### config.mk
export PLATFORM = sky130hd
export DESIGN_NAME = pipe_hazard_ctrl
export DESIGN_NICKNAME = d
export VERILOG_FILES = /design/src/rtl/pipe_hazard_ctrl.sv
export SDC_FILE = /design/constraint.sdc
export NUM_CORES = 1
export LEC_CHECK = 0
export BUFFER_PORTS_ARGS = -buffer_cell sky130_fd_sc_hd__buf_2
export CAP_MARGIN = 20
export CORE_ASPECT_RATIO = 0.9
export CORE_MARGIN = 1
export CORE_UTILIZATION = 51
export CTS_CLUSTER_DIAMETER = 200
export DETAILED_ROUTE_END_ITERATION = 10
export MAX_ROUTING_LAYER = met4
export PLACE_DENSITY = 0.88
export SETUP_SLACK_MARGIN = 0.4
export SYNTH_ARGS = -nofsm -noshare
export SYNTH_HDL_FRONTEND = slang
export SYNTH_SLANG_ARGS = --single-unit
### constraint.sdc
create_clock -name clk -period 2.61 [get_ports clk]
set_input_delay 0.261 -clock clk [delete_from_list [all_inputs] [get_ports clk]]
set_output_delay 0.261 -clock clk [all_outputs]
set_load 0.01 [all_outputs]
### src/rtl/pipe_hazard_ctrl.sv
// -----------------------------------------------------------------------------
// pipe_hazard_ctrl
//
// Hazard and stall controller for a classic 5-stage pipeline. It detects
// load-use hazards between the load in EX and the instruction in ID. It
// flushes IF/ID on taken branches resolved in ID. It also sequences a
// fixed-latency multiply/divide unit with a small three-state FSM.
//
// Parameters
//   MD_LAT          multiply/divide busy cycles (legal range 2..255)
//
// Ports
//   clk             clock, rising edge
//   rst             synchronous, active-high reset
//   id_rs, id_rt    source register fields of the instruction in ID
//   id_uses_rs/rt   ID instruction actually reads rs / rt
//   ex_mem_read     instruction in EX is a load
//   ex_rt           load destination register in EX
//   id_branch_taken branch/jump resolved taken in ID
//   id_md           ID instruction is a multiply/divide
//   pc_ld           PC load enable
//   ifid_ld         IF/ID load enable
//   ifid_flush      clear IF/ID to a NOP
//   idex_bubble     inject a NOP into ID/EX
//   md_go           one-cycle start pulse to the multiply/divide unit
//   md_wb           multiply/divide result valid; ID instruction advances
//   busy            FSM is not in RUN
//   stall_cnt       saturating count of cycles with pc_ld=0
// -----------------------------------------------------------------------------
module pipe_hazard_ctrl #(
  parameter int MD_LAT = 8
) (
  input  logic        clk,
  input  logic        rst,
  input  logic [4:0]  id_rs,
  input  logic [4:0]  id_rt,
  input  logic        id_uses_rs,
  input  logic        id_uses_rt,
  input  logic        ex_mem_read,
  input  logic [4:0]  ex_rt,
  input  logic        id_branch_taken,
  input  logic        id_md,
  output logic        pc_ld,
  output logic        ifid_ld,
  output logic        ifid_flush,
  output logic        idex_bubble,
  output logic        md_go,
  output logic        md_wb,
  output logic        busy,
  output logic [15:0] stall_cnt
);

  typedef enum logic [1:0] {
    RUN     = 2'd0,
    MD_BUSY = 2'd1,
    MD_DONE = 2'd2
  } state_t;

  // The RUN cycle that issues md_go is the first stall cycle. MD_BUSY
  // therefore only covers the remaining MD_LAT-1 cycles.
  localparam logic [7:0] MD_LOAD = 8'(MD_LAT - 1);

  state_t      state;
  state_t      state_nxt;
  logic [7:0]  md_cnt;
  logic [7:0]  md_cnt_nxt;
  logic        lu;

  function automatic logic [15:0] sat_inc16(input logic [15:0] v);
    sat_inc16 = (v == 16'hFFFF) ? v : v + 16'd1;
  endfunction

  // Register $zero never carries a real dependency, so a load into it
  // cannot cause a hazard.
  assign lu = ex_mem_read && (ex_rt != 5'd0) &&
              ((id_uses_rs && (ex_rt == id_rs)) ||
               (id_uses_rt && (ex_rt == id_rt)));

  always_ff @(posedge clk) begin
    if (rst) begin
      state     <= RUN;
      md_cnt    <= 8'd0;
      stall_cnt <= 16'd0;
    end else begin
      state  <= state_nxt;
      md_cnt <= md_cnt_nxt;
      if (!pc_ld) begin
        stall_cnt <= sat_inc16(stall_cnt);
      end
    end
  end

  // Reset overrides every output so that the pipeline runs freely and
  // nothing is issued while rst is held. This holds even when the state
  // register still holds a stale MD state on the first reset cycle.
  always_comb begin
    state_nxt   = state;
    md_cnt_nxt  = md_cnt;
    pc_ld       = 1'b1;
    ifid_ld     = 1'b1;
    ifid_flush  = 1'b0;
    idex_bubble = 1'b0;
    md_go       = 1'b0;
    md_wb       = 1'b0;
    busy        = 1'b0;

    if (!rst) begin
      busy = (state != RUN);
      case (state)
        RUN: begin
          if (lu) begin
            // Load-use wins. Any branch or md in ID is re-evaluated
            // once the load data is available.
            pc_ld       = 1'b0;
            ifid_ld     = 1'b0;
            idex_bubble = 1'b1;
          end else if (id_md) begin
            md_go       = 1'b1;
            pc_ld       = 1'b0;
            ifid_ld     = 1'b0;
            idex_bubble = 1'b1;
            md_cnt_nxt  = MD_LOAD;
            state_nxt   = MD_BUSY;
          end else if (id_branch_taken) begin
            ifid_flush  = 1'b1;
          end
        end
        MD_BUSY: begin
          pc_ld       = 1'b0;
          ifid_ld     = 1'b0;
          idex_bubble = 1'b1;
          md_cnt_nxt  = md_cnt - 8'd1;
          if (md_cnt == 8'd1) begin
            state_nxt = MD_DONE;
          end
        end
        MD_DONE: begin
          // The md instruction leaves ID this cycle. Returning
          // unconditionally to RUN means it cannot be started again.
          md_wb     = 1'b1;
          state_nxt = RUN;
        end
        default: begin
          state_nxt = RUN;
        end
      endcase
    end
  end

endmodule

==> flow_metrics.tcl <==
set metrics [dict create \
    grt_pass1_vias 1323 \
    skew_ps 2.515 \
    yosys_register_bits 26 \
    clkTransAtPathRegs_ps 140 \
    antenna_found_initial 0 \
    r2r_setup_slack_ps 530 \
    crit_arrival_ps 1820 \
    hold_viol 0 \
    synth_cell_type_count 47 \
    synthSimpleGateAreaFrac_pct 27.52 \
    drv_slew 0 \
    synthCells 186 \
    hp-class "input pin to register" \
    grt_usage_pct 24.60 \
    synthFlopType "dfxtp_1" \
    drcViolationCount 0 \
    area_delta_synth_final_pct 18.59 \
    critPathRequiredTime_ps 2350 \
    finalSetupViolCount 0 \
    htreeDepth 1 \
    slew_headroom_pct 43.76 \
    die_x_um 59.69 \
    overflow 0 \
    dp_hpwl_um 2601 \
    start_util_pct 54.70 \
    clock_latency_ps 330 \
    status "complete, no violations" \
    grt_start_max_net_pins 23 \
    synth_top_family_by_area "simple AND/OR/NAND/NOR gates" \
    antenna_cells 0 \
    fmax_mhz 479.9 \
    synth_edf_count 0 \
    drive_above_1_share_pct 26.20 \
    critPathCaptureType "output port" \
    synth_fa_ha_area_share_pct 2.457 \
    hold_buffers 0 \
    async_flop_share_pct 0 \
    cts_buffers 3 \
    tightest_slew_ps 838.6 \
    synth_mux_area_share_pct 0.9828 \
    dieArea_um2 3218 \
    tns_ps 0 \
    synth_compound_area_share_pct 23.34 \
    post-route-min-period_ps 2084 \
    rr_worst_depth 7 \
    worst-path-max-fanout 20 \
    total_power_uw 820.4 \
    wl_um 3525 \
    period_share_pct 79.83 \
    rsz0062_at_grt "no" \
    io_buffers 44 \
    fp-row-count 18 \
    clockBufferDepth 2 \
    tritoncts "yes" \
    pin_count 45 \
    grt_first_pass_wirelength_um 5671 \
    nets 255 \
    vdd_drop_max_mv 0.3677 \
    synth_warnings 0 \
    critical_path_class "input pin to output port" \
    synth_area_leaders "dfxtp_1 (34%), xnor2_1 (6.9%), a21oi_1 (4.9%)" \
    cp-start-kind "input pin" \
    place_ws_ps 306.0 \
    via_count 1528 \
    layout_setup_ws_ps 526.4 \
    chipHeight_um 53.92 \
    clock-sinks 26 \
    drtAntennaViolNets 0 \
    synth_fp_nets 211 \
    reg2reg_from "stall_cnt[1]" \
    syn_avg_cell_area_um2 8.214 \
    synth_top_cell_area_share_pct 34.07 \
    synth-xor-area-share_pct 6.880 \
    synth-seq-area-share_pct 34.07 \
    post_dp_cell_area_um2 1757 \
    p_leak_uw 0.0007287 \
    maxCapViolations 0 \
    r2r-end "stall_cnt[8]" \
    syn-cell-area_um2 1528 \
    powerDensity_nw_per_um2 452.8 \
    coreArea_um2 2793 \
    first_iter_violations 38 \
    stdcell_area_um2 1812 \
    yosys.area.top_type "dfxtp_1" \
    first_pass_iters 4 \
    vias_per_cell 5.680 \
    post_drt_wl_per_cell_um 13.10 \
    cts-root-buf "clkbuf_4" \
    crit_end "ifid_ld" \
    cp-startpoint "ex_rt[1]" \
    globalplace.congestion 0.8982 \
]
worst min path at each step:
stage	startpoint	slack (ps)	depth (start not counted)	to
2_1_floorplan	md_cnt[6]	450	2	md_cnt[6]
5_1_grt	id_md	310	3	md_cnt[2]
6_report	id_md	310	3	md_cnt[2]
4_1_cts	id_md	290	3	md_cnt[2]
3_3_place_gp	md_cnt[6]	460	2	md_cnt[6]
3_5_place_dp	md_cnt[6]	470	2	md_cnt[6]
layer usage:
layer | track usage (%) | routed length (um) | vias to the layer above
met4 | 13.57 | 55 | 0
met5 | - | 0 | -
li1 | - | - | 784
met1 | 30.85 | 1691 | 694
met3 | 5.288 | 181 | 4
met2 | 36.85 | 1597 | 46
kinds of logic after synthesis:
| group | after synthesis |
|---|---|
| AOI/OAI and AO/OA | 52 |
| xor gates and xnor gates | 12 |
| adders and majority gates | 3 |
| buffers and inverters | 14 |
| DFF | 26 |
| muxes | 1 |
| and+or+nand+nor | 78 |
cell type report:
| cell class | instances | area (um2) |
|---|---|---|
| Sequential cell | 26 | 521.8 |
| Fill cell | 275 | 980.9 |
| Tap cell | 40 | 50.05 |
| Inverter | 8 | 31.28 |
| Clock buffer | 4 | 36.28 |
| Multi-Input combinational cell | 146 | 944.7 |
| Timing Repair Buffer | 45 | 227.7 |
power breakdown:
group | internal [uW] | leakage, uW | switching (uW)
registers | 417 | 0.000212 | 19.6
logic | 75.9 | 0.000496 | 100
clock network | 85.6 | 0.0000210 | 122
total | 578 | 0.000729 | 242
synthesized netlist by cell type, types with 2 or more instances:
| cell | count |
|---|---|
| a211oi_1 | 3 |
| a21oi_1 | 15 |
| a31oi_1 | 3 |
| and3_1 | 3 |
| buf_6 | 2 |
| clkbuf_1 | 3 |
| dfxtp_1 | 26 |
| ha_1 | 3 |
| inv_1 | 7 |
| nand2_1 | 13 |
| nand3_1 | 9 |
| nand4_1 | 5 |
| nor2_1 | 15 |
| nor2b_1 | 4 |
| nor3_1 | 4 |
| nor4_1 | 3 |
| o21a_1 | 2 |
| o21ai_0 | 6 |
| o21ai_1 | 2 |
| o311ai_1 | 2 |
| o31ai_1 | 6 |
| or2_2 | 2 |
| or3_1 | 6 |
| or4_1 | 8 |
| xnor2_1 | 12 |
stage by stage:
step / hold slack, ps / util, % / instances
after floorplan: 447.2 / - / 186
after global placement: 460.0 / 62.90 / 264
final: 310.7 / 64.87 / 269
after CTS: 294.0 / 64.83 / 269
after global routing: 314.9 / 64.87 / 269
after detailed placement: 468.6 / 62.90 / 264
cell usage in the layout (no fill, tap or decap), types with 2 or more instances in the layout:
cell and count:
a211oi_1 2, a21oi_1 15, a31oi_1 3, and3_1 3, buf_2 44, clkbuf_4 3
dfxtp_1 25, ha_1 3, inv_1 7, nand2_1 13, nand3_1 9, nand4_1 5
nor2_1 15, nor2b_1 4, nor3_1 3, nor4_1 3, o21a_1 2, o21ai_0 6
o21ai_1 2, o311ai_1 2, o31ai_1 6, or2_2 2, or3_1 6, or4_1 8
xnor2_1 12
worst max-delay path, cell delays in order:
cell and delay, ps:
buf_2 120, or4_4 540, o21ai_4 210, nor2_1 60, a21o_2 250, clkinv_2 190, buf_2 170
registers in the layout, summed over array words and instances, names as in the netlist:
signal     flops
state          2
md_cnt         8
stall_cnt     16
what timing repair did:
| action | in CTS | in global routing |
|---|---|---|
| gates cloned | 0 | 0 |
| setup endpoints to repair | 1 | 1 |
| gates resized for setup | 2 | 1 |
| buffers inserted | 1 | 0 |
| pin swaps | 1 | 1 |
| endpoints found under the hold margin | 0 | 0 |
(Power assumes the default switching activity.)
